--- config.mk ---
export PLATFORM = sky130hd
export DESIGN_NAME = joy_db15_tx
export DESIGN_NICKNAME = d
export VERILOG_FILES = /design/src/rtl/joy_db15_pkg.sv /design/src/rtl/joy_db15_tx_sync_edge.sv /design/src/rtl/joy_db15_tx.sv
export SDC_FILE = /design/constraint.sdc
export NUM_CORES = 1
export LEC_CHECK = 0
export BUFFER_PORTS_ARGS = -buffer_cell sky130_fd_sc_hd__buf_2
export CORE_MARGIN = 3
export CORE_UTILIZATION = 30
export CTS_BUF_LIST = sky130_fd_sc_hd__clkbuf_2 sky130_fd_sc_hd__clkbuf_4 sky130_fd_sc_hd__clkbuf_8
export DETAILED_ROUTE_END_ITERATION = 10
export GPL_ROUTABILITY_DRIVEN = 1
export PLACE_DENSITY = 0.45
export SYNTH_ARGS = -nofsm -noshare
export SYNTH_HDL_FRONTEND = slang
export SYNTH_SLANG_ARGS = --single-unit
--- constraint.sdc ---
create_clock -name clk -period 3.63 [get_ports clk]
set_input_delay 0.5445 -clock clk [delete_from_list [all_inputs] [get_ports clk]]
set_output_delay 0.5445 -clock clk [all_outputs]
set_load 0.01 [all_outputs]
--- src/rtl/joy_db15_pkg.sv ---
`default_nettype none
// ============================================================================
// Module      : joy_db15_pkg
// Description : Shared constants and types for the DB15 serial joystick link.
//               Bit positions match the reader side (joy_db15).
// Revision    : 1.0 - initial release
// ============================================================================
package joy_db15_pkg;

    localparam int FRAME_BITS_DEFAULT = 24;
    localparam int JOY_BITS           = 12;

    typedef enum logic [1:0] {
        IDLE  = 2'd0,
        LOAD  = 2'd1,
        SHIFT = 2'd2,
        DONE  = 2'd3
    } state_t;

    // Serial bit positions within one joystick word
    localparam int RIGHT = 0;
    localparam int LEFT  = 1;
    localparam int DOWN  = 2;
    localparam int UP    = 3;
    localparam int B1    = 4;
    localparam int B2    = 5;
    localparam int B3    = 6;
    localparam int B4    = 7;
    localparam int B5    = 8;
    localparam int B6    = 9;
    localparam int B7    = 10;
    localparam int B8    = 11;

endpackage
`default_nettype wire

--- src/rtl/joy_db15_tx_sync_edge.sv ---
`default_nettype none
// ============================================================================
// Module      : sync_edge
// Description : Multi-flop synchroniser for an asynchronous pin followed by a
//               registered edge detector. level, rise and fall are mutually
//               aligned: all three describe the same synchronised sample.
// Revision    : 1.0 - initial release
// ============================================================================
module sync_edge #(
    parameter int SYNC_STAGES = 2
) (
    input  logic clk,
    input  logic Reset_n,
    input  logic async_in,
    output logic level,
    output logic rise,
    output logic fall
);

    logic [SYNC_STAGES-1:0] r_sync;

    // Synchroniser chain plus edge register; idles high out of reset so a
    // low pin after reset is seen as a falling edge.
    always_ff @(posedge clk) begin
        if (!Reset_n) begin
            r_sync <= '1;
            level  <= 1'b1;
            rise   <= 1'b0;
            fall   <= 1'b0;
        end else begin
            r_sync <= {r_sync[SYNC_STAGES-2:0], async_in};
            level  <= r_sync[SYNC_STAGES-1];
            rise   <= r_sync[SYNC_STAGES-1] & ~level;
            fall   <= ~r_sync[SYNC_STAGES-1] & level;
        end
    end

endmodule
`default_nettype wire

--- src/rtl/joy_db15_tx.sv ---
`default_nettype none
// ============================================================================
// Module      : joy_db15_tx
// Description : DB15 joystick adapter emulation. Latches two joystick words
//               on JOY_LOAD (active-low, transparent while low) and shifts
//               them out active-low on JOY_DATA, one bit per JOY_CLK rise.
// Revision    : 1.0 - initial release
// ============================================================================
module joy_db15_tx
    import joy_db15_pkg::*;
#(
    parameter int FRAME_BITS  = FRAME_BITS_DEFAULT,
    parameter int SYNC_STAGES = 2,
    parameter int TIMEOUT     = 48000
) (
    input  logic                clk,
    input  logic                Reset_n,
    input  logic [JOY_BITS-1:0] joystick1,
    input  logic [JOY_BITS-1:0] joystick2,
    input  logic                JOY_CLK,
    input  logic                JOY_LOAD,
    output logic                JOY_DATA,
    output logic                frame_done,
    output logic                link_active
);

    localparam int CNT_W = $clog2(FRAME_BITS + 1);
    localparam int TO_W  = $clog2(TIMEOUT + 1);

    state_t                  r_state;
    logic [FRAME_BITS-1:0]   r_shift;
    logic [CNT_W-1:0]        r_bit_cnt;
    logic [TO_W-1:0]         r_to_cnt;

    logic                    w_clk_level;
    logic                    w_clk_rise;
    logic                    w_clk_fall;
    logic                    w_load_level;
    logic                    w_load_rise;
    logic                    w_load_fall;
    logic                    w_load_low;
    logic [FRAME_BITS-1:0]   w_load_word;
    logic                    w_unused;

    sync_edge #(
        .SYNC_STAGES (SYNC_STAGES)
    ) u_sync_clk (
        .clk      (clk),
        .Reset_n  (Reset_n),
        .async_in (JOY_CLK),
        .level    (w_clk_level),
        .rise     (w_clk_rise),
        .fall     (w_clk_fall)
    );

    sync_edge #(
        .SYNC_STAGES (SYNC_STAGES)
    ) u_sync_load (
        .clk      (clk),
        .Reset_n  (Reset_n),
        .async_in (JOY_LOAD),
        .level    (w_load_level),
        .rise     (w_load_rise),
        .fall     (w_load_fall)
    );

    assign w_load_low  = ~w_load_level;
    assign w_load_word = FRAME_BITS'({~joystick2, ~joystick1});
    assign w_unused    = ^{w_clk_level, w_clk_fall, w_load_rise};

    // Frame FSM: load has priority over everything, so a load that coincides
    // with a clock rise discards the shift, and a load mid-frame aborts it.
    always_ff @(posedge clk) begin
        if (!Reset_n) begin
            r_state    <= IDLE;
            r_shift    <= '1;
            r_bit_cnt  <= '0;
            JOY_DATA   <= 1'b1;
            frame_done <= 1'b0;
        end else begin
            frame_done <= 1'b0;
            if (w_load_low) begin
                r_state   <= LOAD;
                r_shift   <= w_load_word;
                r_bit_cnt <= '0;
                JOY_DATA  <= w_load_word[0];
            end else begin
                case (r_state)
                    IDLE: begin
                        JOY_DATA <= 1'b1;
                    end
                    LOAD: begin
                        r_state  <= SHIFT;
                        JOY_DATA <= r_shift[0];
                    end
                    SHIFT: begin
                        if (w_clk_rise) begin
                            r_shift   <= {1'b1, r_shift[FRAME_BITS-1:1]};
                            r_bit_cnt <= r_bit_cnt + CNT_W'(1);
                            if (r_bit_cnt == CNT_W'(FRAME_BITS - 1)) begin
                                r_state    <= DONE;
                                frame_done <= 1'b1;
                                JOY_DATA   <= 1'b1;
                            end else begin
                                JOY_DATA <= r_shift[1];
                            end
                        end
                    end
                    DONE: begin
                        JOY_DATA <= 1'b1;
                    end
                    default: begin
                        r_state  <= IDLE;
                        JOY_DATA <= 1'b1;
                    end
                endcase
            end
        end
    end

    // Link watchdog: restarted by each synchronised load fall, drops after
    // TIMEOUT cycles without one.
    always_ff @(posedge clk) begin
        if (!Reset_n) begin
            r_to_cnt    <= '0;
            link_active <= 1'b0;
        end else if (w_load_fall) begin
            r_to_cnt    <= '0;
            link_active <= 1'b1;
        end else if (r_to_cnt != TO_W'(TIMEOUT)) begin
            r_to_cnt <= r_to_cnt + TO_W'(1);
            if (r_to_cnt == TO_W'(TIMEOUT - 1)) begin
                link_active <= 1'b0;
            end
        end
    end

endmodule
`default_nettype wire
==> key figures, run 1 <==
Status
  • Status: complete, no violations

Setup path
  • Crit Path Category: reg2reg
  • Worst R2R End: r_to_cnt[15]
  • CP peak stage delay: 0.51 ns
  • Worst reg-to-reg setup slack: 1.86 ns
  • Worst-path maximum fanout: 6
  • CP startpoint kind: flip-flop
  • Critical path's slowest cell: or4_1
  • Critical path arrival: 2.02 ns
  • Crit-path cells: nand3_2 > or3_1 > or4_1 > a21oi_1
  • Critical path buffers and inverters: 0
  • CP top delay family: simple AND/OR/NAND/NOR gates
  • R2r worst-path depth: 4
  • Critical path required time: 3.88 ns
  • Critical Path Sink Type: flip-flop
  • Critical R2R Launch: r_to_cnt[7]

Floorplanning
  • DIE AREA: 0.009664 mm²
  • Top Ports: 31
  • Die width: 98.31 µm
  • Die H: 98.31 µm
  • Core Area: around 0.0083 mm²
  • # rows: 33
  • Initial Util: slightly above 30%

Clock tree
  • Total CTS buffers: 9
  • H-tree Lvls: 3
  • Root buffer cell: clkbuf_8
  • Clock Sink Count: 58
  • Clock transition at path regs: 0.07 ns
  • CTS hold repair buffers: 0
  • CTS tree: yes
  • Maximum clock path buffer count: 2
  • PostCTS Resize Cnt: 0
  • Clk Latency, worst-skew pair: about 0.33 ns
  • Post-CTS setup buffer count: 0

Drt
  • Uppermost routed layer: met4
  • DR iter-0 viols: between 60 and 70
  • Routed Antenna Nets: 0
  • DR vias: 1868
  • Met3 WL post-DR: 157 µm
  • Wire length on met2: between 2 and 2.5 mm
  • Total iterations of the first detailed-routing run: 4
  • Routed WL per cell: 12.12 µm
  • DR vias/cell: around 4.6
  • Post-route DRC: 0
  • M1 WL: 2.327 mm
  • Final wirelength: around 5 mm

Global routing
  • Vias in the first global route: 1907
  • GRT Residual Overflow: 0
  • Global router's overall resource usage: 11.31%
  • First-pass GRT wire length: 8.735 mm
  • Largest net degree at the start of global routing: 38
  • Initial antenna violation count: 0

Yosys
  • Register area share after synthesis: 45.42%
  • Synth warnings: 0
  • Seq cells post-synth: 58
  • Synth area leaders: dfxtp_1 (45%), mux2_2 (9.7%), mux2i_1 (9.0%)
  • Post-Syn Nets: 301
  • Post-synth top area cell: dfxtp_1
  • EDFF count, synth: 0
  • Top-count cell post-synth: dfxtp_1
  • Synth cell types: 35
  • Top-area cell type share of the netlist area: a little under half
  • Most common flop cell mapped by yosys: dfxtp_1
  • Mean area per synthesized cell: 9.538 µm²
  • Asr flop ratio synth: 0%
  • Synth cell count leaders: dfxtp_1 (58), nand2_1 (38), mux2i_1 (23)
  • Cell count after synthesis: 268
  • Synth Cell Area: roughly 0.0026 mm²

STA
  • Slew of the pin with the lowest slew margin: around 0.65 ns
  • Setup TNS: 0 ns
  • Final hold violation count: 0
  • # setup viols final: 0
  • Fin. max-slew vios: 0
  • RSZ-0062 raised after global routing: false
  • Fmax: 0.5634 GHz
  • Period Utilization, post-route: 48.90%
  • Max_slew headroom: 56.80%
  • Worst Skew: 0.009282 ns
  • Tmin final: 1.775 ns

Finish
  • Share of layout cells above drive strength 1: 24.09%
  • Final instance area: 0.003029 mm²
  • Nets@finish: 332
  • Inserted Diodes: 0
  • Fin util: about 37%
  • Area Overhead vs Synth: 18.50%

Pwr
  • Pleak: roughly 1.2 nW
  • Max rail drop VDD: 0.1574 mV
  • Power per standard cell area: ~470 mW/mm²
  • Overall power: 1.423 mW

Placement
  • Detail Placement HPWL: between 3 and 4 mm
  • Port buffer count: 30
  • DP Area: about 0.0028 mm²
  • GP Congestion: 0.6947

Min path
  • Worst hold path type: reg2reg
  • Hold path start: u_sync_clk.level
  • Hold Path Depth: 1
  • Endpoint of the worst hold path: u_sync_clk.rise

Flow run
  • Max Cap Viol: 0
-- area by class of cell --
class	instances	area [µm²]
repair buffers	32	165.2
flip-flops and latches	58	1161
fillers	853	5229
inverters	8	30.03
clock inverters	2	60.06
clock buffers	13	166.4
multi-input cells	190	1315
well taps	105	131.4
-- logic make-up after synthesis --
group | Yosys count | share of synthesized area [%]
and+or+nand+nor | 107 | 21.00
DFF | 58 | 45.42
muxes | 45 | 18.70
buffers and inverters | 20 | 3.133
AOI/OAI and AO/OA | 18 | 4.160
xor gates and xnor gates | 15 | 5.139
adders and majority gates | 5 | 2.447
-- worst max-delay path by stage --
stage,endpoint,slack [ns],start,depth (start not counted)
CTS,r_to_cnt[14],1.82,r_to_cnt[0],5
detailed placement,r_to_cnt[8],1.63,Reset_n,3
global route,r_to_cnt[14],1.62,r_to_cnt[0],5
finish,r_to_cnt[15],1.86,r_to_cnt[7],4
floorplan,r_shift[1],1.97,r_state[0],8
global placement,r_to_cnt[15],1.66,Reset_n,3
-- worst register-to-register path, stage by stage (launching register included) --
cell	delay, ns
dfxtp_1	0.46
nand3_2	0.17
or3_1	0.42
or4_1	0.51
a21oi_1	0.14
-- sequential cells by signal, indices dropped and copies added (netlist names) --
signal	cells
r_shift	24
r_to_cnt	16
r_bit_cnt	5
r_state	2
u_sync_clk.r_sync	2
u_sync_load.r_sync	2
JOY_DATA	1
frame_done	1
link_active	1
u_sync_clk.level	1
u_sync_clk.rise	1
u_sync_load.fall	1
u_sync_load.level	1
-- stage by stage --
stage               hold slack (ns)  setup slack, ns  std cells
floorplan                    0.3670            1.968        268
global placement             0.3715            1.660        393
detailed placement           0.3728            1.626        393
CTS                          0.3827            1.820        408
global route                 0.3911            1.621        408
finish                       0.3792            1.855        408
-- cells in the final DEF (no fill, tap or decap), types with 4 or more instances in the layout --
master	netlist	layout
clkbuf_8	0	11
nand3_1	4	4
mux2i_1	23	23
dfxtp_1	58	58
inv_1	8	8
nor3_1	9	9
mux2_2	22	22
nand2_1	38	38
nor2_1	21	21
xor2_1	5	5
ha_1	5	5
buf_2	1	30
o21ai_0	5	5
xnor2_1	10	10
a21oi_1	8	8
nand2b_1	8	8
nand4_1	7	7
-- report_power, final --
group | internal (mW) | switching [mW] | leakage (nW) | total (mW)
combinational | 0.0414 | 0.0421 | 0.567 | 0.0836
sequential | 0.654 | 0.0116 | 0.471 | 0.665
clock | 0.436 | 0.238 | 0.117 | 0.674
total | 1.13 | 0.291 | 1.16 | 1.42
-- layer usage --
metal	up-vias	track usage [%]
li1	990	-
met1	852	13.26
met2	19	18.67
met3	7	3.214
met4	0	5.987
met5	-	0
Note: power is estimated with default switching activity, not from simulation.
==> run 2, diff against run 1 <==
PLACE_DENSITY = 0.46   (was 0.45)
clock period = 1.5 ns   (was 3.63 ns; I/O delays follow)
==> run 2 against run 1 <==
Compared with the run above: the flow now finishes with violations (negative setup slack); die area is the same; design area grew 11%; sequential share of layout area shrank 3.3 points; critical endpoint is now r_to_cnt[1].
==> key figures, run 2 (synthesis results as in run 1) <==
Flow run
  • Max Cap Viol: 0 (unchanged)

Drt
  • DR vias/cell: 4.596 (was 4.578)
  • Routed WL per cell: 12.35 µm (was 12.12 µm)
  • Total iterations of the first detailed-routing run: 4 (unchanged)
  • DR iter-0 viols: 67 (was 66)
  • Post-route DRC: 0 (unchanged)
  • Final wirelength: 5.408 mm (was 4.943 mm)
  • Routed Antenna Nets: 0 (unchanged)
  • DR vias: 2013 (was 1868)

STA
  • RSZ-0062 raised after global routing: true (was false)
  • Fmax: 0.6655 GHz (was 0.5634 GHz)
  • Worst Skew: 0.004395 ns (was 0.009282 ns)
  • Final WS setup: -0.002592 ns (was 1.855 ns)
  • Slew of the pin with the lowest slew margin: 0.3286 ns (was 0.6480 ns)
  • # setup viols final: 2 (was 0)
  • Max_slew headroom: 77.89% (was 56.80%)
  • Fin. max-slew vios: 0 (unchanged)
  • Period Utilization, post-route: 100.2% (was 48.90%)
  • Tmin final: 1.503 ns (was 1.775 ns)
  • Setup TNS: -0.003440 ns (was 0 ns)
  • Final hold violation count: 0 (unchanged)

Clock tree
  • CTS tree: yes (unchanged)
  • H-tree Lvls: 3 (unchanged)
  • Clock Sink Count: 58 (unchanged)
  • Maximum clock path buffer count: 2 (unchanged)
  • Clk Latency, worst-skew pair: 0.33 ns (about the same)
  • Root buffer cell: clkbuf_8 (unchanged)
  • Total CTS buffers: 9 (unchanged)
  • Clock transition at path regs: 0.07 ns (about the same)

Setup path
  • Crit-path cells: inv_2 > ha_4 > nand4bb_1 > or4_4 > mux2i_1 > nor2_1 (was nand3_2 > or3_1 > or4_1 > a21oi_1)
  • CP peak stage delay: 0.54 ns (was 0.51 ns)
  • Critical path arrival: 1.72 ns (was 2.02 ns)
  • Critical path's slowest cell: or4_4 (was or4_1)
  • Critical path buffers and inverters: 1 (was 0)
  • Crit Path Category: reg2reg (unchanged)
  • Critical Path Sink Type: flip-flop (unchanged)
  • CP top delay family: simple AND/OR/NAND/NOR gates (unchanged)
  • Critical path required time: 1.72 ns (was 3.88 ns)
  • CP startpoint kind: flip-flop (unchanged)
  • Worst-path maximum fanout: 6 (unchanged)

Global routing
  • First-pass GRT wire length: 9.018 mm (was 8.735 mm)
  • Vias in the first global route: 1989 (was 1907)
  • Global router's overall resource usage: 11.82% (was 11.31%)
  • Initial antenna violation count: 0 (unchanged)
  • Largest net degree at the start of global routing: 30 (was 38)
  • GRT Residual Overflow: 0 (unchanged)

Pwr
  • Internal power: 2.642 mW (was 1.131 mW)
  • Power share of the clock group: 46.1% (was 47.4%)
  • Max rail drop VDD: 0.3774 mV (was 0.1574 mV)
  • Pleak: 1.318 nW (was 1.155 nW)
  • Logic pwr share: 7.2% (was 5.9%)
  • Switching power: 0.7993 mW (was 0.2914 mW)
  • Reg power frac: 46.7% (was 46.8%)
  • Power per standard cell area: 1022 mW/mm² (was 469.6 mW/mm²)
  • Switching share of power: 23.22% (was 20.49%)

Finish
  • Share of layout cells above drive strength 1: 37.24% (was 24.09%)
  • Commonest cells after routing, fill and taps aside: dfxtp_1 (49), nand2_1 (38), buf_2 (30) (was dfxtp_1 (58), nand2_1 (38), buf_2 (30))
  • Fill count: 847 (was 853)
  • Fin util: 40.77% (was 36.68%)
  • Nets@finish: 361 (was 332)
  • Final Non-Filler Cells: 438 (was 408)
  • Max FFs per register: 24 (unchanged)
  • Top Registers: r_shift: 24 flops, r_to_cnt: 16 flops, r_bit_cnt: 5 flops (unchanged)
  • Most flops, register: r_shift (unchanged)
  • Inserted Diodes: 0 (unchanged)
  • Final instance area: 0.003367 mm² (was 0.003029 mm²)
  • Commonest non-fill, non-tap cell in the layout: dfxtp_1 (unchanged)
  • Area Overhead vs Synth: 31.72% (was 18.50%)

Placement
  • DP Area: 0.003028 mm² (was 0.002803 mm²)
  • Placed cell count: 419 (was 393)
  • Detail Placement HPWL: 3.658 mm (was 3.265 mm)
  • GP Congestion: 0.7538 (was 0.6947)
  • Port buffer count: 30 (unchanged)

Floorplanning
  • Core Area: 0.008258 mm² (unchanged)
  • Top Ports: 31 (unchanged)
  • DIE AREA: 0.009664 mm² (unchanged)
  • # rows: 33 (unchanged)
  • Die H: 98.31 µm (unchanged)
  • Die width: 98.31 µm (unchanged)
  • Initial Util: 30.95% (unchanged)

Min path
  • Worst hold path type: in2reg (was reg2reg)

Status
  • Failing checks: negative setup slack
  • Status: complete, but fails checks (was complete, no violations)
## run 2: cell count changes in the layout (fill, tap and decap cells not counted), moves of 3 or more
cell,change
dfxtp_2,+6
buf_4,+25
dfxtp_1,-9
dfxtp_4,+3
## run 2: layout make-up
cell class              count  area [µm²]  area share, %
clock inverters             7       93.84          2.787
flip-flops and latches     58        1180          35.04
inverters                   8       32.53         0.9662
multi-input cells         190        1371          40.73
repair buffers             61       434.2          12.89
well taps                 105       131.4          3.902
clock buffers               9       123.9          3.679
## run 2: power by group through the flow
| stage | Sequential [mW] | Combinational [mW] | Clock (mW) |
|---|---|---|---|
| floorplan | 1.64 | 0.142 | 0 |
| global placement | 1.64 | 0.237 | 0 |
| detailed placement | 1.64 | 0.235 | 0 |
| CTS | 1.61 | 0.243 | 1.65 |
| global route | 1.61 | 0.281 | 1.73 |
| finish | 1.61 | 0.247 | 1.59 |
## run 2: layer usage
layer	GRT usage (%)	routed length (µm)	vias up
li1	-	-	1047
met1	13.54	2361	924
met2	19.71	2747	35
met3	4.429	227	7
met4	5.042	73	0
met5	0	0	-
## run 2: worst paths after layout
kind              slack (ns)  cells past startpoint        startpoint                   end
setup reg to reg      -0.003                      6       r_to_cnt[1]           r_to_cnt[1]
setup / recovery      -0.003                      6       r_to_cnt[1]           r_to_cnt[1]
hold reg to reg         0.38                      1  u_sync_clk.level       u_sync_clk.rise
hold / removal          0.07                      2           JOY_CLK  u_sync_clk.r_sync[0]
## run 2: stage by stage
step	setup WS, ns	power [mW]	hold WS (ns)
6_report	-0.002592	3.442	0.06599
5_1_grt	-0.08118	3.620	0.05359
4_1_cts	0.004073	3.502	0.04640
3_5_place_dp	-0.04183	1.877	0.3768
3_3_place_gp	-0.02157	1.878	0.3717
2_1_floorplan	-0.01709	1.781	0.3265
## run 2: what timing repair did
action / 4_1_cts / 5_1_grt
hold endpoints to repair: 0 / 0
buffers inserted: 0 / 2
setup endpoints to repair: 6 / 32
gates cloned: 0 / 2
pin swaps: 5 / 7
resized for setup: 8 / 12
hold buffers: 0 / 0
==> run 3, diff against run 2 <==
PLACE_DENSITY = 0.59   (was 0.46)
==> run 3 against run 2 <==
Compared with the run above: the flow now finishes without violations; largest power group unchanged; first-iteration DRC count fell by 3.0%; sequential share of layout area rose by 0.77 points; non-clock buffer count rose by 2; sequential power barely moved; setup slack improved by 0.015 ns; utilization fell by 0.92 points.
==> key figures, run 3 (synthesis results as in run 1) <==
Floorplanning
  • # rows: 33 (unchanged)
  • Initial Util: 30.95% (unchanged)
  • Core Area: 0.008258 mm² (unchanged)
  • Die H: 98.31 µm (unchanged)
  • Die width: 98.31 µm (unchanged)
  • Top Ports: 31 (unchanged)
  • DIE AREA: 0.009664 mm² (unchanged)

Finish
  • Inserted Diodes: 0 (unchanged)
  • Nets@finish: 363 (was 361)
  • Share of layout cells above drive strength 1: 37.13% (was 37.24%)
  • Fill count: 833 (was 847)
  • Max FFs per register: 24 (unchanged)
  • Top Registers: r_shift: 24 flops, r_to_cnt: 16 flops, r_bit_cnt: 5 flops (unchanged)
  • Commonest non-fill, non-tap cell in the layout: dfxtp_1 (unchanged)
  • Area Overhead vs Synth: 28.73% (was 31.72%)
  • Most flops, register: r_shift (unchanged)
  • Commonest cells after routing, fill and taps aside: dfxtp_1 (48), nand2_1 (38), buf_2 (30) (was dfxtp_1 (49), nand2_1 (38), buf_2 (30))

Clock tree
  • Clock Sink Count: 58 (unchanged)
  • Total CTS buffers: 9 (unchanged)
  • Clock transition at path regs: 0.06 ns (was 0.07 ns)
  • Clk Latency, worst-skew pair: 0.32 ns (was 0.33 ns)
  • H-tree Lvls: 3 (unchanged)
  • Root buffer cell: clkbuf_8 (unchanged)
  • CTS tree: yes (unchanged)
  • Maximum clock path buffer count: 2 (unchanged)
  • CTS hold repair buffers: 0 (unchanged)

Setup path
  • R2r worst-path depth: 4 (was 6)
  • Worst-path maximum fanout: 3 (was 6)
  • Critical path arrival: 1.70 ns (was 1.72 ns)
  • Worst reg-to-reg setup slack: 0.01 ns (was -0.003 ns)
  • Critical R2R Launch: r_to_cnt[3] (was r_to_cnt[1])
  • Crit Path Category: reg2reg (unchanged)
  • Critical Path Sink Type: flip-flop (unchanged)
  • Worst R2R End: r_to_cnt[1] (unchanged)
  • Critical path required time: 1.72 ns (about the same)
  • CP startpoint kind: flip-flop (unchanged)

Drt
  • Routed Antenna Nets: 0 (unchanged)
  • Post-route DRC: 0 (unchanged)
  • DR vias: 2022 (was 2013)
  • DR vias/cell: 4.606 (was 4.596)
  • Routed WL per cell: 11.89 µm (was 12.35 µm)
  • Final wirelength: 5.220 mm (was 5.408 mm)
  • Total iterations of the first detailed-routing run: 4 (unchanged)
  • DR iter-0 viols: 65 (was 67)

Pwr
  • Switching power: 0.7114 mW (was 0.7993 mW)
  • Power share of the clock group: 38.9% (was 46.1%)
  • Reg power frac: 52.9% (was 46.7%)
  • Power per standard cell area: 925.4 mW/mm² (was 1022 mW/mm²)
  • Max rail drop VDD: 0.5508 mV (was 0.3774 mV)
  • Internal power: 2.334 mW (was 2.642 mW)
  • Logic pwr share: 8.3% (was 7.2%)
  • Pleak: 1.304 nW (was 1.318 nW)
  • Switching share of power: 23.36% (was 23.22%)

Min path
  • Endpoint of the worst hold path: u_sync_clk.r_sync[0] (unchanged)
  • Hold Path Depth: 2 (unchanged)
  • Hold path start: JOY_CLK (unchanged)
  • Worst hold path type: in2reg (unchanged)

STA
  • Max_slew headroom: 83.40% (was 77.89%)
  • Final WS setup: 0.01200 ns (was -0.002592 ns)
  • Tmin final: 1.488 ns (was 1.503 ns)
  • Slew of the pin with the lowest slew margin: 0.2452 ns (was 0.3286 ns)
  • Hold Worst Slack: 0.07962 ns (was 0.06599 ns)
  • Final hold violation count: 0 (unchanged)
  • Fin. max-slew vios: 0 (unchanged)
  • RSZ-0062 raised after global routing: true (unchanged)
  • Period Utilization, post-route: 99.20% (was 100.2%)
  • Fmax: 0.6720 GHz (was 0.6655 GHz)
  • Worst Skew: 0.005339 ns (was 0.004395 ns)
  • # setup viols final: 0 (was 2)

Placement
  • Detail Placement HPWL: 3.697 mm (was 3.658 mm)
  • Post-placement worst setup slack: -0.05061 ns (was -0.04183 ns)
  • Port buffer count: 30 (unchanged)
  • GP Congestion: 0.7644 (was 0.7538)

Global routing
  • Largest net degree at the start of global routing: 37 (was 30)
  • Global router's overall resource usage: 11.38% (was 11.82%)
  • GRT Residual Overflow: 0 (unchanged)
  • Initial antenna violation count: 1 (was 0)
  • Vias in the first global route: 1971 (was 1989)
  • First-pass GRT wire length: 8.963 mm (was 9.018 mm)

Status
  • Status: complete, no violations (was complete, but fails checks)

Flow run
  • Max Cap Viol: 0 (unchanged)
-- run 3: changes by cell type in the layout (fill, tap and decap cells not counted), moves of 2 or more --
| cell | previous run | this run |
|---|---|---|
| bufinv_16 | 2 | 0 |
| clkbuf_4 | 0 | 3 |
| nor3_2 | 2 | 0 |
| clkinvlp_4 | 2 | 0 |
| clkinv_2 | 2 | 4 |
| clkbuf_16 | 2 | 0 |
| nor3_1 | 7 | 9 |
| dfxtp_2 | 6 | 8 |
-- run 3: layout make-up --
class	instances	area (µm²)	share of cell area [%]
Clock buffer	11	138.9	4.221
Clock inverter	4	20.02	0.6084
Tap cell	105	131.4	3.992
Multi-Input combinational cell	190	1359	41.29
Sequential cell	58	1179	35.82
Inverter	8	32.53	0.9886
Timing Repair Buffer	63	430.4	13.08
-- run 3: what timing repair did --
action,in CTS,in global routing
endpoints found under the setup margin,6,31
setup buffers,2,1
cloned,0,1
pin swaps,5,4
resized for setup,8,16
-- run 3: stage by stage --
stage | utilization (%) | total power, mW | setup TNS (ns) | cell area (µm²) | cells
after global placement | 36.76 | 1.878 | -0.04374 | 3035 | 420
after detailed placement | 36.76 | 1.881 | -0.1245 | 3035 | 420
after CTS | 39.05 | 3.099 | 0 | 3224 | 437
after global routing | 39.85 | 3.208 | -0.1439 | 3291 | 439
final | 39.85 | 3.045 | 0 | 3291 | 439
after floorplan | - | 1.781 | -0.03702 | 2589 | 268
-- run 3: power by group through the flow --
stage / clock (mW) / combinational, mW / sequential [mW]
global route: 1.31 / 0.285 / 1.62
global placement: 0 / 0.237 / 1.64
detailed placement: 0 / 0.240 / 1.64
finish: 1.18 / 0.252 / 1.61
CTS: 1.25 / 0.247 / 1.61
floorplan: 0 / 0.142 / 1.64
-- run 3: worst max path at each step --
stage                     start           end  slack (ns)
finish              r_to_cnt[3]   r_to_cnt[1]        0.01
detailed placement  r_to_cnt[4]  r_to_cnt[15]       -0.05
floorplan           r_to_cnt[3]  r_to_cnt[15]       -0.02
global route        r_to_cnt[1]   r_to_cnt[1]       -0.07
global placement    r_to_cnt[3]   r_to_cnt[1]       -0.03
CTS                 r_to_cnt[0]   r_to_cnt[1]       0.002
-- run 3: routing by layer --
| layer | GRT usage, % | share of wire (%) | vias up |
|---|---|---|---|
| met3 | 5.071 | 4.9 | 8 |
| met2 | 19.24 | 50 | 39 |
| met5 | 0 | 0.38 | - |
| li1 | - | - | 1042 |
| met4 | 3.361 | 1.1 | 2 |
| met1 | 12.94 | 44 | 931 |
-- run 3: worst max-delay path: stages, from the launching register on --
cell and delay (ns):
dfxtp_2 0.33, or3_4 0.37, or4_4 0.46, mux2i_1 0.17, nor2_1 0.05
